[config.mk]
export PLATFORM = sky130hd
export DESIGN_NAME = muldiv_unit
export DESIGN_NICKNAME = d
export VERILOG_FILES = /design/src/rtl/muldiv_pkg.sv /design/src/rtl/muldiv_divider.sv /design/src/rtl/muldiv_unit.sv
export SDC_FILE = /design/constraint.sdc
export NUM_CORES = 2
export LEC_CHECK = 0
export ABC_AREA = 1
export BUFFER_PORTS_ARGS = -buffer_cell sky130_fd_sc_hd__buf_4
export CAP_MARGIN = 20
export CORE_UTILIZATION = 56
export DETAILED_ROUTE_END_ITERATION = 6
export GPL_ROUTABILITY_DRIVEN = 0
export PLACE_DENSITY = 0.8
export SYNTH_ARGS = -nofsm -noshare
export SYNTH_HDL_FRONTEND = slang
export SYNTH_SLANG_ARGS = --single-unit
[constraint.sdc]
create_clock -name clk -period 3.35 [get_ports clk]
set_input_delay 0.67 -clock clk [delete_from_list [all_inputs] [get_ports clk]]
set_output_delay 0.67 -clock clk [all_outputs]
set_load 0.005 [all_outputs]
[src/rtl/muldiv_pkg.sv]
// Shared op encodings, FSM states and op-class helpers
// for the EX-stage multiply/divide unit.
package muldiv_pkg;

  typedef enum logic [2:0] {
    MD_MULT  = 3'b000,
    MD_MULTU = 3'b001,
    MD_DIV   = 3'b010,
    MD_DIVU  = 3'b011,
    MD_MADD  = 3'b100,
    MD_MADDU = 3'b101,
    MD_MSUB  = 3'b110,
    MD_MSUBU = 3'b111
  } md_op_e;

  typedef enum logic [1:0] {
    S_IDLE,
    S_MUL,
    S_DIV,
    S_DONE
  } md_state_e;

  function automatic logic is_signed(logic [2:0] op);
    return ~op[0];
  endfunction

  function automatic logic is_div(logic [2:0] op);
    return op[2:1] == 2'b01;
  endfunction

  function automatic logic is_acc(logic [2:0] op);
    return op[2];
  endfunction

  function automatic logic is_sub(logic [2:0] op);
    return op[2] & op[1];
  endfunction

endpackage

[src/rtl/muldiv_divider.sv]
// Iterative restoring radix-2 divider on magnitudes,
// one quotient bit per step, sign fixup on the outputs.
module muldiv_divider #(
  parameter int WIDTH = 32
) (
  input  logic             clk,
  input  logic             resetn,
  input  logic             init,
  input  logic             step,
  input  logic             sgn,
  input  logic [WIDTH-1:0] dividend,
  input  logic [WIDTH-1:0] divisor,
  output logic             done,
  output logic [WIDTH-1:0] quo,
  output logic [WIDTH-1:0] rem
);

  localparam int CW = $clog2(WIDTH + 1);

  logic [WIDTH-1:0] rem_q;
  logic [WIDTH-1:0] quo_q;
  logic [WIDTH-1:0] dvs_q;
  logic [CW-1:0]    cnt_q;
  logic             negq_q;
  logic             negr_q;

  logic             a_neg;
  logic             b_neg;
  logic [WIDTH-1:0] a_abs;
  logic [WIDTH-1:0] b_abs;
  logic [WIDTH:0]   trial;

  assign a_neg = sgn & dividend[WIDTH-1];
  assign b_neg = sgn & divisor[WIDTH-1];
  assign a_abs = a_neg ? -dividend : dividend;
  assign b_abs = b_neg ? -divisor : divisor;

  // shifted partial remainder minus divisor; borrow bit decides
  assign trial = {rem_q, quo_q[WIDTH-1]} - {1'b0, dvs_q};

  always_ff @(posedge clk or negedge resetn) begin
    if (!resetn) begin
      rem_q  <= '0;
      quo_q  <= '0;
      dvs_q  <= '0;
      cnt_q  <= '0;
      negq_q <= 1'b0;
      negr_q <= 1'b0;
    end else if (init) begin
      rem_q  <= '0;
      quo_q  <= a_abs;
      dvs_q  <= b_abs;
      cnt_q  <= '0;
      negq_q <= a_neg ^ b_neg;
      negr_q <= a_neg;
    end else if (step) begin
      if (!trial[WIDTH]) begin
        rem_q <= trial[WIDTH-1:0];
        quo_q <= {quo_q[WIDTH-2:0], 1'b1};
      end else begin
        rem_q <= {rem_q[WIDTH-2:0], quo_q[WIDTH-1]};
        quo_q <= {quo_q[WIDTH-2:0], 1'b0};
      end
      cnt_q <= cnt_q + CW'(1);
    end
  end

  assign done = cnt_q == CW'(WIDTH);
  assign quo  = negq_q ? -quo_q : quo_q;
  assign rem  = negr_q ? -rem_q : rem_q;

endmodule

[src/rtl/muldiv_unit.sv]
// Multi-cycle MULT/DIV/MADD/MSUB unit producing HI/LO
// behind a start/valid handshake with an EX stall output.
module muldiv_unit
  import muldiv_pkg::*;
#(
  parameter int WIDTH   = 32,
  parameter int MUL_LAT = 2
) (
  input  logic               clk,
  input  logic               resetn,
  input  logic               start_i,
  input  logic [2:0]         op_i,
  input  logic [WIDTH-1:0]   op1_i,
  input  logic [WIDTH-1:0]   op2_i,
  input  logic [2*WIDTH-1:0] acc_i,
  input  logic               annul_i,
  output logic               busy_o,
  output logic               valid_o,
  output logic [WIDTH-1:0]   hi_o,
  output logic [WIDTH-1:0]   lo_o
);

  localparam int CW = (MUL_LAT > 1) ? $clog2(MUL_LAT) : 1;

  md_state_e state_q, state_d;

  logic               accept;
  logic               div_zero;
  logic               div_init;
  logic               div_step;
  logic               div_done;
  logic [WIDTH-1:0]   div_quo;
  logic [WIDTH-1:0]   div_rem;
  logic [2*WIDTH-1:0] a_ext;
  logic [2*WIDTH-1:0] b_ext;
  logic [2*WIDTH-1:0] prod;
  logic [2*WIDTH-1:0] mul_res;
  logic [2*WIDTH-1:0] pipe_q [MUL_LAT];
  logic [CW-1:0]      cnt_q;
  logic               mul_last;

  assign accept   = (state_q == S_IDLE) & start_i & ~annul_i;
  assign div_zero = op2_i == '0;
  assign div_init = accept & is_div(op_i) & ~div_zero;
  assign div_step = (state_q == S_DIV) & ~div_done;
  assign mul_last = cnt_q == CW'(MUL_LAT - 1);

  // sign/zero-extended full product, truncation gives mod 2^(2W)
  assign a_ext = {{WIDTH{is_signed(op_i) & op1_i[WIDTH-1]}}, op1_i};
  assign b_ext = {{WIDTH{is_signed(op_i) & op2_i[WIDTH-1]}}, op2_i};
  assign prod  = a_ext * b_ext;

  always_comb begin
    mul_res = prod;
    if (is_acc(op_i))
      mul_res = is_sub(op_i) ? acc_i - prod : acc_i + prod;
  end

  muldiv_divider #(.WIDTH(WIDTH)) u_div (
    .clk      (clk),
    .resetn   (resetn),
    .init     (div_init),
    .step     (div_step),
    .sgn      (is_signed(op_i)),
    .dividend (op1_i),
    .divisor  (op2_i),
    .done     (div_done),
    .quo      (div_quo),
    .rem      (div_rem)
  );

  always_ff @(posedge clk or negedge resetn) begin
    if (!resetn) state_q <= S_IDLE;
    else         state_q <= state_d;
  end

  always_comb begin
    state_d = state_q;
    unique case (state_q)
      S_IDLE: begin
        if (accept) begin
          if (!is_div(op_i)) state_d = S_MUL;
          else if (div_zero) state_d = S_DONE;
          else               state_d = S_DIV;
        end
      end
      S_MUL: begin
        if (annul_i)       state_d = S_IDLE;
        else if (mul_last) state_d = S_DONE;
      end
      S_DIV: begin
        if (annul_i)       state_d = S_IDLE;
        else if (div_done) state_d = S_DONE;
      end
      S_DONE:  state_d = S_IDLE;
      default: state_d = S_IDLE;
    endcase
  end

  always_ff @(posedge clk or negedge resetn) begin
    if (!resetn) begin
      hi_o  <= '0;
      lo_o  <= '0;
      cnt_q <= '0;
      for (int i = 0; i < MUL_LAT; i++) pipe_q[i] <= '0;
    end else begin
      unique case (state_q)
        S_IDLE: begin
          if (accept) begin
            cnt_q     <= '0;
            pipe_q[0] <= mul_res;
            if (is_div(op_i) && div_zero) begin
              hi_o <= op1_i;
              lo_o <= '1;
            end
          end
        end
        S_MUL: begin
          cnt_q <= cnt_q + CW'(1);
          for (int i = 1; i < MUL_LAT; i++) pipe_q[i] <= pipe_q[i-1];
          if (mul_last && !annul_i)
            {hi_o, lo_o} <= pipe_q[MUL_LAT-1];
        end
        S_DIV: begin
          if (div_done && !annul_i) begin
            hi_o <= div_rem;
            lo_o <= div_quo;
          end
        end
        default: ;
      endcase
    end
  end

  assign busy_o  = (state_q == S_MUL) | (state_q == S_DIV);
  assign valid_o = state_q == S_DONE;

endmodule

==> results of run 1 <==
routing by layer:
metal / track usage [%] / GRT overflow
met1: 62.4 / 17
met2: 77.2 / 280
met3: 50.8 / 16
met4: 62.0 / 205
met5: 29.8 / 2
kinds of logic after synthesis:
logic type | Yosys count
XOR/XNOR | 209
AO/OA/AOI/OAI | 1011
adder cells (fa/ha/maj) | 1446
AND/OR/NAND/NOR | 3053
multiplexers | 1
buffers and inverters | 2414
flip-flops | 299
per-stage QoR:
stage	hold WS, ns	setup TNS (ns)	cells	area, sq um
4_1_cts	0.470	-290.90	11100	82600
3_5_place_dp	0.459	-469.11	10900	75000
3_3_place_gp	0.455	-449.46	10900	75000
2_1_floorplan	0.374	-282.10	8433	65100
synthesized netlist by cell type (all sizes together), types with 2 or more instances:
library cell,number,area share (%)
a31o,3,0.041
nand2,2128,13
fa,1127,36
a21boi,7,0.083
o311ai,2,0.028
clkbuf,295,1.7
a22oi,8,0.095
o2111ai,3,0.041
clkinv,5,0.030
o41ai,2,0.028
and3,7,0.069
a221oi,5,0.069
nand3,204,1.7
o21bai,18,0.21
a31oi,69,0.68
nor3b,4,0.055
a21oi,325,2.6
o21ai,405,3.2
o22ai,27,0.27
o31ai,5,0.059
o211ai,61,0.72
nor2,517,3.2
o221ai,31,0.43
and2,3,0.030
o31a,2,0.028
nor3,75,0.79
inv,2014,12
o21a,11,0.13
dfrtp,299,12
nand4,52,0.53
a211oi,4,0.047
xnor2,72,1.0
a2111oi,2,0.028
xor2,137,2.0
nand3b,20,0.28
nor4,22,0.24
a32oi,11,0.15
ha,319,6.3
or2,18,0.18
a21o,8,0.095
buf,100,0.64
timing repair:
| item | in CTS |
|---|---|
| gates cloned | 4 |
| buffers inserted | 171 |
| hold buffers | 1 |
| setup endpoints to repair | 204 |
| gates resized for setup | 1217 |
| hold endpoints to repair | 43 |
| pin swaps | 450 |
==> summary.md, run 1 <==
| Metric | Value |
|---|---|
| Ys Warns | 0 |
| Exit stage | global routing |
| Post-synthesis area per instance | ~7.5 sq um |
| XOR/XNOR Fraction of Synth Area | under 10% |
| Area share of and/or/nand/nor cells after synthesis | between 10% and 20% |
| CTS Sinks | approximately 300 |
| Synth cell types | 71 |
| Status | stopped before the end |
| Syn nets | roughly 10,000 |
| Inserted Clock Buffers | 30 |
| Largest family of logic cells by synthesized area | adder cells |
| GRT Total Usage | between 60% and 70% |
| Placement Setup Slack | -7.24 ns |
| Register area share after synthesis | between 10% and 20% |
| First-pass GRT wire length | roughly 540,000 um |
| Mapped Cells | between 8,000 and 9,000 |
| EDFF count, synth | 0 |
| H-tree lvl count | 1 |
| Gr ovfl total | 520 |
| IO Count | around 200 |
| Post-Synthesis Cell Area | ~0.063 sq mm |
| Mux cell area share after synthesis | 0.0158% |
| CTS Buffer Depth | 3 |
| Rows | about 120 |
| Post-Synth Adder-Cell Area | between 40% and 50% |
| Top FF cell, synth | dfrtp_1 |
| Post-synthesis compound-gate area fraction | between 9 and 10% |
| #FFs+latches synth | about 300 |
| Clock Tree Root | clkbuf_16 |
| HPWL Detailed | slightly below 200,000 um |
| Die Wd | 338 um |
| Vias in the first global route | about 85,000 |
| Die height | 338 um |
| Tool error | [ERROR GRT-0116] Global routing finished with congestion. Check the congestion regions in the DRC Viewer. |
| Largest net degree at the start of global routing | between 100 and 150 |
| PortBufs | 200 |
| Initial core utilization | between 50 and 60% |
| Async set-reset flop share out of synthesis | 100% |
==> inputs of run 2 (changes only) <==
Settings changed: CORE_UTILIZATION 56 to 40, PLACE_DENSITY 0.8 to default, PLACE_DENSITY_LB_ADDON from default to 0.15.
==> summary.md, run 2 <==
| Metric | Value |
|---|---|
| Status | finished with violations |
| Violated checks | design-rule violations, negative hold slack, negative setup slack |
| PortBufs | 200 |
| Area share of and/or/nand/nor cells after synthesis | about a fifth |
| Largest family of logic cells by synthesized area | adder cells |
| #FFs+latches synth | approximately 300 |
| Vias | approximately 61,000 |
| Synth top cells by count | nand2_1, inv_1, fa_1 |
| RSZ-0062 raised after global routing | yes |
| Post-Synth Adder-Cell Area | around two fifths |
| Mux cell area share after synthesis | 0.0158% |
| Vias in the first global route | roughly 62,000 |
| H-tree lvl count | 2 |
| First-pass GRT wire length | around 380,000 um |
| Worst reg2reg endpoint | u_div.rem_q[23] |
| Ys Warns | 0 |
| Hold Crit Class | in2async |
| Post-synthesis compound-gate area fraction | 9.10% |
| CTS Buffer Depth | 3 |
| Slew Viols, Final | 0 |
| Hold WS | -0.0175 ns |
| FMAX | ~110 MHz |
| 1st-pass router iterations | 7 |
| Synth top area cells | fa_1, nand2_1, dfrtp_1 |
| Async set-reset flop share out of synthesis | 100% |
| Slowest stage delay, CP | 0.59 ns |
| Most instantiated library cell after synthesis | nand2_1 |
| FF-to-FF path depth | 21 |
| FF-to-FF setup slack | ~0.14 ns |
| Post-synthesis area per instance | roughly 7.5 sq um |
| CTS Sinks | 299 |
| Initial core utilization | just over 40% |
| GRT Total Usage | 31.5% |
| Most frequent cells in the layout | nand2_1, inv_1, buf_4 |
| Rows | ~150 |
| Worst Path Arrival | 9.98 ns |
| Post-Synthesis Cell Area | about 0.063 sq mm |
| Routed wire length | around 250,000 um |
| Largest area contributor in the netlist | fa_1 |
| Antenna violation net count after detailed routing | 0 |
| CTS tree | built |
| Die Wd | ~400 um |
| Final min period | approximately 9.5 ns |
| Crit share post-route | 284% |
| Max FFs per register | 128 |
| Syn nets | about 10,000 |
| Final worst setup slack | -6.17 ns |
| Mapped Cells | about 8,400 |
| R2R Path Start | u_div.quo_q[31] |
| EDFF count, synth | 0 |
| CP Class | in2reg |
| Largest net degree at the start of global routing | 94 |
| IO Count | around 200 |
| Commonest non-fill, non-tap cell in the layout | nand2_1 |
| Clock transition at path regs | roughly 0.060 ns |
| Final core utilization | around 54% |
| XOR/XNOR Fraction of Synth Area | under 10% |
| Final hold vios | 17 |
| Critical path's slowest cell | fa_2 |
| Headroom to the max-slew limit | 39.3% |
| Top FF cell, synth | dfrtp_1 |
| Setup crit start kind | input pin |
| Die height | 400 um |
| Register area share after synthesis | a little under an eighth |
| Final setup viols | 60 |
| Clock latency at the later pin of the worst-skew pair | roughly 0.6 ns |
| Largest Register | pipe_q |
| Area growth, synth to finish | 33.9% |
| Iter 0 DRT Violations | roughly 5,300 |
| WL/cell | ~21 um |
| Via/cell ratio | 5.17 |
| DRC Markers | 12 |
| Post-synth top area share | 35.6% |
| Setup Skew | about 0.029 ns |
| Placement Setup Slack | -7.35 ns |
| Gr ovfl total | 0 |
| Nets | 11,300 |
| Crit. End Element | flip-flop |
| Core area | around 0.16 sq mm |
| CP required | ~3.8 ns |
| Post-CTS Hold Buffers | 0 |
| Worst slew pin tran | about 0.91 ns |
| Inserted Clock Buffers | 35 |
| Worst-path fanout max | 6 |
| Clock Tree Root | clkbuf_16 |
| Synth cell types | approximately 70 |
| MaxCap Viol Count | 0 |
| Die ar. | between 0.15 and 0.2 sq mm |
| Initial antenna violation count | 14 |
| Fraction of layout cells with a size suffix above 1 | approximately 28% |
| HPWL Detailed | between 200,000 and 250,000 um |
[run 2: repair_timing]
| item | 4_1_cts | 5_1_grt |
|---|---|---|
| cloned | 9 | 2 |
| setup buffers | 127 | 69 |
| pin swaps | 295 | 179 |
| endpoints found under the setup margin | 217 | 217 |
| resized for setup | 869 | 386 |
| endpoints found under the hold margin | 0 | 0 |
[run 2: cell families after synthesis]
logic type      count (synthesis)
simple gates                 3053
buf+inv                      2414
fa+ha+maj                    1446
compound gates               1011
flops                         299
xor+xnor                      209
mux                             1
[run 2: final cells by class]
class / count / area (sq um)
diodes: 10 / 25.0
well taps: 2058 / 2570
inverters: 2019 / 7600
fillers: 14800 / 71900
repair buffers: 1626 / 14000
multi-input cells: 5720 / 51900
clock buffers: 43 / 966
flip-flops and latches: 299 / 7480
clock inverters: 21 / 315
[run 2: worst max path at each step]
stage / end / from / slack, ns / cells past startpoint
floorplan: pipe_q[127] / op_i[0] / -5.91 / 48
finish: pipe_q[117] / op1_i[19] / -6.17 / 53
CTS: pipe_q[117] / op2_i[6] / -6.00 / 51
global route: pipe_q[117] / op1_i[19] / -6.51 / 53
global placement: pipe_q[117] / op_i[0] / -7.40 / 45
detailed placement: pipe_q[117] / op_i[0] / -7.35 / 45
[run 2: metrics by stage]
stage	instances	cell area [sq um]	setup TNS [ns]
2_1_floorplan	8433	65100	-282.10
6_report	11800	84900	-308.04
5_1_grt	11800	84900	-327.14
4_1_cts	11700	82700	-301.32
3_3_place_gp	11500	76600	-488.74
3_5_place_dp	11500	76600	-486.30
[run 2: worst max-delay path: cells and delay by family]
| family | cells | cell delay [ns] |
|---|---|---|
| adders and majority gates | 10 | 4.58 |
| and+or+nand+nor | 19 | 2.15 |
| buffers and inverters | 18 | 1.69 |
| AOI/OAI and AO/OA | 5 | 0.72 |
| xor gates and xnor gates | 1 | 0.15 |
[run 2: metal layers]
| metal | global-route usage (%) | part of all wire [%] | up-vias |
|---|---|---|---|
| li1 | - | - | 27700 |
| met1 | 43.2 | 42 | 30600 |
| met2 | 49.9 | 46 | 2205 |
| met3 | 5.31 | 7.7 | 449 |
| met4 | 11.4 | 4.4 | 8 |
| met5 | 0 | 0.022 | - |
Power of run 2 is not shown: default switching activity piles up to over one toggle a cycle in this logic, so the estimate is an artifact.
